==> config.mk <==
export PLATFORM = sky130hd
export DESIGN_NAME = aes_key_schedule
export DESIGN_NICKNAME = d
export VERILOG_FILES = /design/src/rtl/aes_key_schedule.sv
export SDC_FILE = /design/constraint.sdc
export NUM_CORES = 2
export LEC_CHECK = 0
export BUFFER_PORTS_ARGS = -buffer_cell sky130_fd_sc_hd__buf_2
export CORE_MARGIN = 1.5
export CORE_UTILIZATION = 40
export CTS_BUF_LIST = sky130_fd_sc_hd__clkbuf_8
export CTS_CLUSTER_DIAMETER = 40
export DETAILED_ROUTE_END_ITERATION = 7
export SETUP_SLACK_MARGIN = 0.2
export SYNTH_ARGS = -nofsm -noshare
export SYNTH_HDL_FRONTEND = slang
export SYNTH_SLANG_ARGS = --single-unit
==> constraint.sdc <==
create_clock -name CLK -period 96 [get_ports CLK]
set_input_delay 4.8 -clock CLK [delete_from_list [all_inputs] [get_ports CLK]]
set_output_delay 4.8 -clock CLK [all_outputs]
set_load 0.005 [all_outputs]
==> src/rtl/aes_key_schedule.sv <==
`default_nettype none
//==============================================================================
// Module      : aes_key_schedule
// Description : AES-128 key expansion. One shared forward S-box substitutes a
//               single byte per cycle; the 11 round keys are kept in a local
//               buffer that is read through a registered, 1-cycle read port.
// Revision    : 1.0 - initial release
//==============================================================================
module aes_key_schedule (
    input  logic         CLK,
    input  logic         RESET,
    input  logic         KS_START,
    input  logic [127:0] AES_KEY,
    output logic         KS_BUSY,
    output logic         KS_DONE,
    input  logic [3:0]   RK_IDX,
    output logic [127:0] RK_DATA
);

    // Forward S-box, entry 0 in the most significant byte.
    localparam logic [2047:0] c_sbox = {
        128'h637c777bf26b6fc53001672bfed7ab76,
        128'hca82c97dfa5947f0add4a2af9ca472c0,
        128'hb7fd9326363ff7cc34a5e5f171d83115,
        128'h04c723c31896059a071280e2eb27b275,
        128'h09832c1a1b6e5aa0523bd6b329e32f84,
        128'h53d100ed20fcb15b6acbbe394a4c58cf,
        128'hd0efaafb434d338545f9027f503c9fa8,
        128'h51a3408f929d38f5bcb6da2110fff3d2,
        128'hcd0c13ec5f974417c4a77e3d645d1973,
        128'h60814fdc222a908846eeb814de5e0bdb,
        128'he0323a0a4906245cc2d3ac629195e479,
        128'he7c8376d8dd54ea96c56f4ea657aae08,
        128'hba78252e1ca6b4c6e8dd741f4bbd8b8a,
        128'h703eb5664803f60e613557b986c11d9e,
        128'he1f8981169d98e949b1e87e9ce5528df,
        128'h8ca1890dbfe6426841992d0fb054bb16
    };

    localparam logic [3:0] c_last_round = 4'd10;

    typedef enum logic [2:0] {
        ST_IDLE    = 3'd0,
        ST_LOAD    = 3'd1,
        ST_SUB     = 3'd2,
        ST_COMBINE = 3'd3,
        ST_DONE    = 3'd4
    } state_t;

    state_t         r_state;
    logic [3:0]     r_round;
    logic [1:0]     r_byte;
    logic [127:0]   r_prev;       // previous round key {w[4k-4] .. w[4k-1]}
    logic [31:0]    r_sub;        // SubWord(RotWord(w[4k-1])) being assembled
    logic [127:0]   r_rk [0:10];

    logic [31:0]    w_rot_word;
    logic [7:0]     w_sub_in;
    logic [7:0]     w_sub_out;
    logic [31:0]    w_t;
    logic [31:0]    w_n0;
    logic [31:0]    w_n1;
    logic [31:0]    w_n2;
    logic [31:0]    w_n3;

    // Round constant for rounds 1..10.
    function automatic logic [7:0] f_rcon(input logic [3:0] rnd);
        logic [7:0] rc;
        case (rnd)
            4'd1:    rc = 8'h01;
            4'd2:    rc = 8'h02;
            4'd3:    rc = 8'h04;
            4'd4:    rc = 8'h08;
            4'd5:    rc = 8'h10;
            4'd6:    rc = 8'h20;
            4'd7:    rc = 8'h40;
            4'd8:    rc = 8'h80;
            4'd9:    rc = 8'h1b;
            4'd10:   rc = 8'h36;
            default: rc = 8'h00;
        endcase
        return rc;
    endfunction

    assign w_rot_word = {r_prev[23:0], r_prev[31:24]};

    // Pick the byte of RotWord(w[4k-1]) handled this cycle, MSB first.
    always_comb begin
        w_sub_in = w_rot_word[31:24];
        case (r_byte)
            2'd0: w_sub_in = w_rot_word[31:24];
            2'd1: w_sub_in = w_rot_word[23:16];
            2'd2: w_sub_in = w_rot_word[15:8];
            2'd3: w_sub_in = w_rot_word[7:0];
            default: w_sub_in = w_rot_word[31:24];
        endcase
    end

    // Entry n lives at bit offset 8*(255-n); 255-n is simply ~n for a byte.
    assign w_sub_out = c_sbox[{~w_sub_in, 3'b000} +: 8];

    // Next round key words, chained from the previous round key.
    assign w_t  = r_sub ^ {f_rcon(r_round), 24'h000000};
    assign w_n0 = r_prev[127:96] ^ w_t;
    assign w_n1 = w_n0 ^ r_prev[95:64];
    assign w_n2 = w_n1 ^ r_prev[63:32];
    assign w_n3 = w_n2 ^ r_prev[31:0];

    // Expansion FSM with registered status outputs and round-key buffer writes.
    always_ff @(posedge CLK or posedge RESET) begin
        if (RESET) begin
            r_state <= ST_IDLE;
            r_round <= 4'd0;
            r_byte  <= 2'd0;
            r_prev  <= '0;
            r_sub   <= '0;
            KS_BUSY <= 1'b0;
            KS_DONE <= 1'b0;
            for (int i = 0; i < 11; i++) begin
                r_rk[i] <= '0;
            end
        end else begin
            case (r_state)
                ST_IDLE: begin
                    if (KS_START) begin
                        r_state <= ST_LOAD;
                        KS_BUSY <= 1'b1;
                    end
                end
                ST_LOAD: begin
                    r_rk[0] <= AES_KEY;
                    r_prev  <= AES_KEY;
                    r_round <= 4'd1;
                    r_byte  <= 2'd0;
                    r_state <= ST_SUB;
                end
                ST_SUB: begin
                    case (r_byte)
                        2'd0: r_sub[31:24] <= w_sub_out;
                        2'd1: r_sub[23:16] <= w_sub_out;
                        2'd2: r_sub[15:8]  <= w_sub_out;
                        2'd3: r_sub[7:0]   <= w_sub_out;
                        default: r_sub[31:24] <= w_sub_out;
                    endcase
                    r_byte <= r_byte + 2'd1;
                    if (r_byte == 2'd3) begin
                        r_state <= ST_COMBINE;
                    end
                end
                ST_COMBINE: begin
                    r_rk[r_round] <= {w_n0, w_n1, w_n2, w_n3};
                    r_prev        <= {w_n0, w_n1, w_n2, w_n3};
                    if (r_round == c_last_round) begin
                        r_state <= ST_DONE;
                        KS_BUSY <= 1'b0;
                        KS_DONE <= 1'b1;
                    end else begin
                        r_round <= r_round + 4'd1;
                        r_state <= ST_SUB;
                    end
                end
                ST_DONE: begin
                    if (!KS_START) begin
                        r_state <= ST_IDLE;
                        KS_DONE <= 1'b0;
                    end
                end
                default: begin
                    r_state <= ST_IDLE;
                    KS_BUSY <= 1'b0;
                    KS_DONE <= 1'b0;
                end
            endcase
        end
    end

    // Registered read port; a same-cycle write is seen one read later.
    always_ff @(posedge CLK or posedge RESET) begin
        if (RESET) begin
            RK_DATA <= '0;
        end else begin
            RK_DATA <= (RK_IDX <= c_last_round) ? r_rk[RK_IDX] : '0;
        end
    end

endmodule
`default_nettype wire

# ---- Word level (Yosys, flattened, before mapping)
# Memories as Yosys holds them, arrays and structs flattened.
# Index checks and enable logic that the tools add are counted.
dict set report op_classes {
  order_cmp 4
  eq_ne 13
  mux 24
  n_shift 1
  n_bitwise 10
  n_reduce_logical 15
  add_sub_neg 2
}
# op count
set op_table {}
lappend op_table {{2048-bit by 12-bit indexed part select with 8-bit output, first input constant} 1}
lappend op_table {{1408-bit bitwise mux} 1}
lappend op_table {{128-bit binary-select mux with 4-bit select} 1}
lappend op_table {{128-bit demux with 4-bit select} 1}
lappend op_table {{128-bit 2-to-1 mux} 4}
lappend op_table {{128-bit case mux with 2 select lines} 2}
lappend op_table {{32-bit bitwise XOR} 5}
lappend op_table {{8-bit case mux with 4 select lines} 1}
lappend op_table {{3-bit case mux with 5 select lines} 1}
lappend op_table {{3-bit 2-to-1 mux} 4}
lappend op_table {{5-bit >= comparator, second input constant} 2}
lappend op_table {{2-bit inequality test, second input constant} 5}
lappend op_table {{4-bit NOT with 5-bit output} 2}
lappend op_table {{2-bit AND reduction} 5}
lappend op_table {{3-bit AND reduction} 3}
lappend op_table {{8-bit NOT} 1}
lappend op_table {{4-bit case mux with 2 select lines} 1}
lappend op_table {{3-bit by 2-bit equality test with 1-bit output, second input constant} 2}
lappend op_table {{1-bit case mux with 3 select lines} 2}
lappend op_table {{3-bit OR reduction} 2}
lappend op_table {{5-bit by 1-bit < comparator with 1-bit output, second input constant} 1}
lappend op_table {{4-bit by 1-bit adder with 4-bit output, second input constant} 1}
lappend op_table {{2-bit equality test, second input constant} 2}
lappend op_table {{4-bit equality test, second input constant} 1}
lappend op_table {{13 further kinds} 18}
dict set report word_totals {
  memories 1
  rom_bits 128
  in_bits 135
  word_cells 92
  reg_bits 1707
}
# name depth width read_ports rd_clocked_by_memory_dff write_ports line_no
set memory_table {}
lappend memory_table {{(no name shown)} 16 8 1 0 0 69} ;# case (rnd)

# ---- Depth between registers and ports, before layout
# An unclocked memory read counts as a cell.
dict set report logic_depth {
  word_depth 8
  ltp_mapped 17
  mapped_depth_nobuf 13
}

# ---- Worst setup path before layout
# No wires, ideal clock.
dict set report synth_timing {
  kind {input to register}
  start {input RK_IDX[0]}
  end {register RK_DATA[107]}
  required_time_ns 95.862
  path_buffers 5
  path_slack_ns 89.254
  arrival_time_ns 6.608
  stages 8
  setup_time_ns 0.138
  cell_sequence {clkbuf_1 clkbuf_1 buf_1 nand2_1 nand3b_1 clkbuf_1 clkbuf_1 o22ai_1}
}
dict set report synth_between {
  elab_chain_len 5
  elab_cells_between_ends 6
  classes_between {1 x order compare; 4 x mux; 1 x bitwise}
}
# item line_no
set synth_rtl {}
lappend synth_rtl {{start: declaration} 16} ;# input logic [3:0] RK_IDX,
lappend synth_rtl {{4-bit NOT with 5-bit output (not written as such)} 182} ;# RK_DATA <= (RK_IDX <= c_last_round) ? r_rk[RK_IDX] : '0;
lappend synth_rtl {{128-bit binary-select mux with 4-bit select} 182}
lappend synth_rtl {{128-bit 2-to-1 mux (not written as such) (2 in a row)} 182}
lappend synth_rtl {{128-bit 2-to-1 mux *} 182}
lappend synth_rtl {{end signal: assignment} 182}
lappend synth_rtl {{end: declaration} 17} ;# output logic [127:0] RK_DATA
# Every way passes the cells marked *; elsewhere a longest branch is shown, timed or not. The select of a mux whose other input is x is not followed.
# A chain may end at the register's enable or synchronous reset.

==> run summary <==
The worst ir drop on vdd came out at 0.00003591 V. The average via count per standard cell came out at 5.801. The final net count is 7,755. Across all hold checks on the routed design, the worst slack comes to 472.0 ps.

For this block, the via count after detailed routing is 59.91k. The area growth from synthesis to layout came out at 12.13%. Between clock sinks in the finished design, the worst skew comes to 87.69 ps.

Measured along the y axis, the die boundary spans 442.0 um. Setup repair after global routing left no endpoint under its margin. The detailed-router iteration count before antenna repair came out at 6.

The maximum fanout along the worst path came out at 160. The data arrival time of the critical path is 9780 ps. The number of cells on the worst reg-to-reg path is 14. The run finished with clean final reports. The total global routing overflow is 0. TritonCTS built the clock tree. Data on the critical path is required at its endpoint by 97,020 ps. The full die area is 195,400 um2. Yosys attributes the largest share of cell area to dfrtp_1 (55%), o21ai_0 (9.5%), mux4_2 (7.5%). Summed over all failing endpoints, the final setup total negative slack is 0 ps.

The number of buffers inserted by hold repair at cts is 0. The worst-case clock buffer depth came out at 4. The region available for standard cell placement spans 190,800 um2.

Of the cells placed in the final design, the portion with a size suffix greater than 1 is 0.1539. The count of pins over their slew limit came out at 0. The synthesized net count is 7,727. The worst slew margin relative to its limit is 0.1170. The number of failing hold endpoints at the final stage is 0. The tightest min-delay check is of the flop to flop type.

The final-report setup violation count is 0. The HPWL reported at the end of detailed placement is 156,600 um. The number of CTS-inserted buffers came out at 316. The wire length of the first global-routing pass is 394,200 um. The number of enable-type register cells in the synthesized netlist is 0. The commonest cells after synthesis are dfrtp_1 (1,707), nand2_1 (1,535), o21ai_0 (1,468). In this run, post-CTS repair resized a total of 0 instances. The most frequent cell after synthesis is dfrtp_1.

The cell depth of the worst hold path is 2. The share of the yosys chip area belonging to registers came out at 0.5541. For this run, the total global-route usage over all layers was measured as 0.2677. The final weighted congestion in routability-driven placement came out at 0.9538. The H-tree depth came out at 5. After synthesis, the mean cell area works out to 10.18 um2.

The number of global-route vias before repair was 59.47k. The critical path startpoint category is a primary input. The total of max-cap violations is 0. The mapped cell area is 77,100 um2.

The leakage power total came out at 0.03963 uW. The dominant register cell in the synthesized netlist is dfrtp_1. The count of distinct cell types in the synthesized netlist came out at 86. The first routing iteration left 5,630 violations. At the pin with the least slew margin, the transition time is 1324 ps.

During synthesis, Yosys emitted a total of 0 warnings. The share of synthesized area in the top cell type comes to 0.5541. The count of buffers added on input and output ports is 264. CTS placed an instance of clkbuf_8 at the clock tree root. The leading area contributor after synthesis is dfrtp_1. The highest clock frequency the design can meet is 0.1142 GHz. The post-CTS clock slew at the launch and capture registers of the worst setup and hold paths came out at 60 ps. Dividing the final minimum period by the clock period gives 0.09121.

In this run the count of I/O pins placed on the die edge is 265. The total detailed-routing wirelength came out at 263,900 um. The DRC violations left came out at 0. The power density over cell area is 40.97 nW/um2. STA classifies the critical path endpoint as an async pin.

The initial antenna violation count is 15. Of all flip-flops after synthesis, the portion carrying an async set or reset was 1.000. The count of state elements after synthesis came out at 1,707.

The maximum number of pins on one net before global-route repair is 211. The die width is 442.0 um. The gate count after technology mapping is 7,572.

The path type of the worst setup path is primary input to async pin. The number of sinks on the clock net is 1,707. The clock network latency to the later pin of the worst-skew pair is 1050 ps. The post-CTS setup repair buffer count came out at 0. The initial cell density of the core came out at 0.4041. After layout, the minimum clock period comes to 8757 ps. The number of cell rows is 160.

The wire length per cell is 25.55 um. The post-detailed-route count of antenna-violating nets came out at 0.
-- sequential cells by signal, summed over array words and instances, names as in the netlist --
name	cells
KS_DONE	1
r_state	3
RK_DATA	128
r_prev	128
r_byte	2
r_round	4
r_rk	1408
r_sub	32
KS_BUSY	1
-- cell families after synthesis --
logic type,after synthesis,synth area share
buffers and inverters,769,0.03994
XOR/XNOR,136,0.01584
flip-flops,1707,0.5541
multiplexers,540,0.1120
AND/OR/NAND/NOR,1975,0.09934
AO/OA/AOI/OAI,2425,0.1756
adder cells (fa/ha/maj),20,0.003246
-- critical path, cell delays in order --
cell and delay (ps):
buf_2 130, inv_8 500, buf_12 670, buf_4 720, buf_4 800, buf_4 860, buf_4 850
-- where the power goes --
| group | switching [uW] | internal [uW] |
|---|---|---|
| logic | 1170 | 512 |
| registers | 172 | 1000 |
| clock network | 309 | 381 |
-- layout make-up --
cell class,count,area [um2]
sequential,1707,42720
clock inverter,154,958.4
timing repair buffer,453,2877
clock buffer,374,5147
multi-input combinational,5096,31480
tap,2511,3142
fill,17840,104300
inverter,26,107.6
antenna,8,20.02
-- layout by cell type (no fill, tap or decap), types with 10 or more instances in the layout --
cell type,netlist,routed
dfrtp_1,1707,1706
nand2_1,1535,1526
o21ai_0,1468,1467
a21oi_1,381,381
clkbuf_8,0,374
nor2_1,330,329
mux2i_1,268,267
buf_2,39,260
mux4_2,256,256
o22ai_1,237,237
buf_4,13,181
inv_1,21,125
xor2_1,97,97
a22oi_1,70,70
a221o_1,53,53
xnor2_1,35,35
nand3_1,32,29
nor3_1,26,26
o21ai_1,26,24
o211ai_1,22,22
clkinv_2,0,22
a211oi_1,22,21
ha_1,20,20
a31oi_1,15,15
mux2_2,14,14
o31ai_1,15,14
clkinvlp_4,0,13
a221oi_1,12,12
bufinv_16,0,11
a311oi_1,10,10
-- layer usage --
layer / global-route usage / wire, um / vias up
met4: 0.1276 / 12800 / 4
li1: - / - / 26660
met3: 0.04990 / 19180 / 567
met1: 0.3523 / 108200 / 30260
met2: 0.4272 / 123700 / 2420
met5: 0 / 24 / -
-- path summary, 6_finish.rpt --
path / endpoint / slack (ps) / startpoint
worst max-delay path: r_rk[737]$_DFFE_PP0P_ / 87240 / RESET
worst min-delay path: r_rk[386]$_DFFE_PP0P_ / 470 / r_rk[386]$_DFFE_PP0P_
worst max register to register: r_sub[27]$_DFFE_PP0P_ / 90500 / r_byte[0]$_DFFE_PP0P_
worst min register to register: r_rk[386]$_DFFE_PP0P_ / 470 / r_rk[386]$_DFFE_PP0P_
max in group CLK: RK_DATA[88]$_DFF_PP0_ / 88690 / RK_IDX[0]
min in group asynchronous: r_rk[8]$_DFFE_PP0P_ / 3900 / RESET
-- through the flow --
stage	power (uW)	cells	worst slack [ps]	utilization	area [um2]
after detailed placement	2831	9793	86010	0.4210	80320
after CTS	3528	10320	87090	0.4530	86430
after floorplan	2187	7572	43020	-	77100
final	3541	10330	87240	0.4531	86450
after global routing	3751	10330	86490	0.4531	86440
after global placement	2797	9793	86120	0.4210	80320
Power figures use the tool's default switching activity.
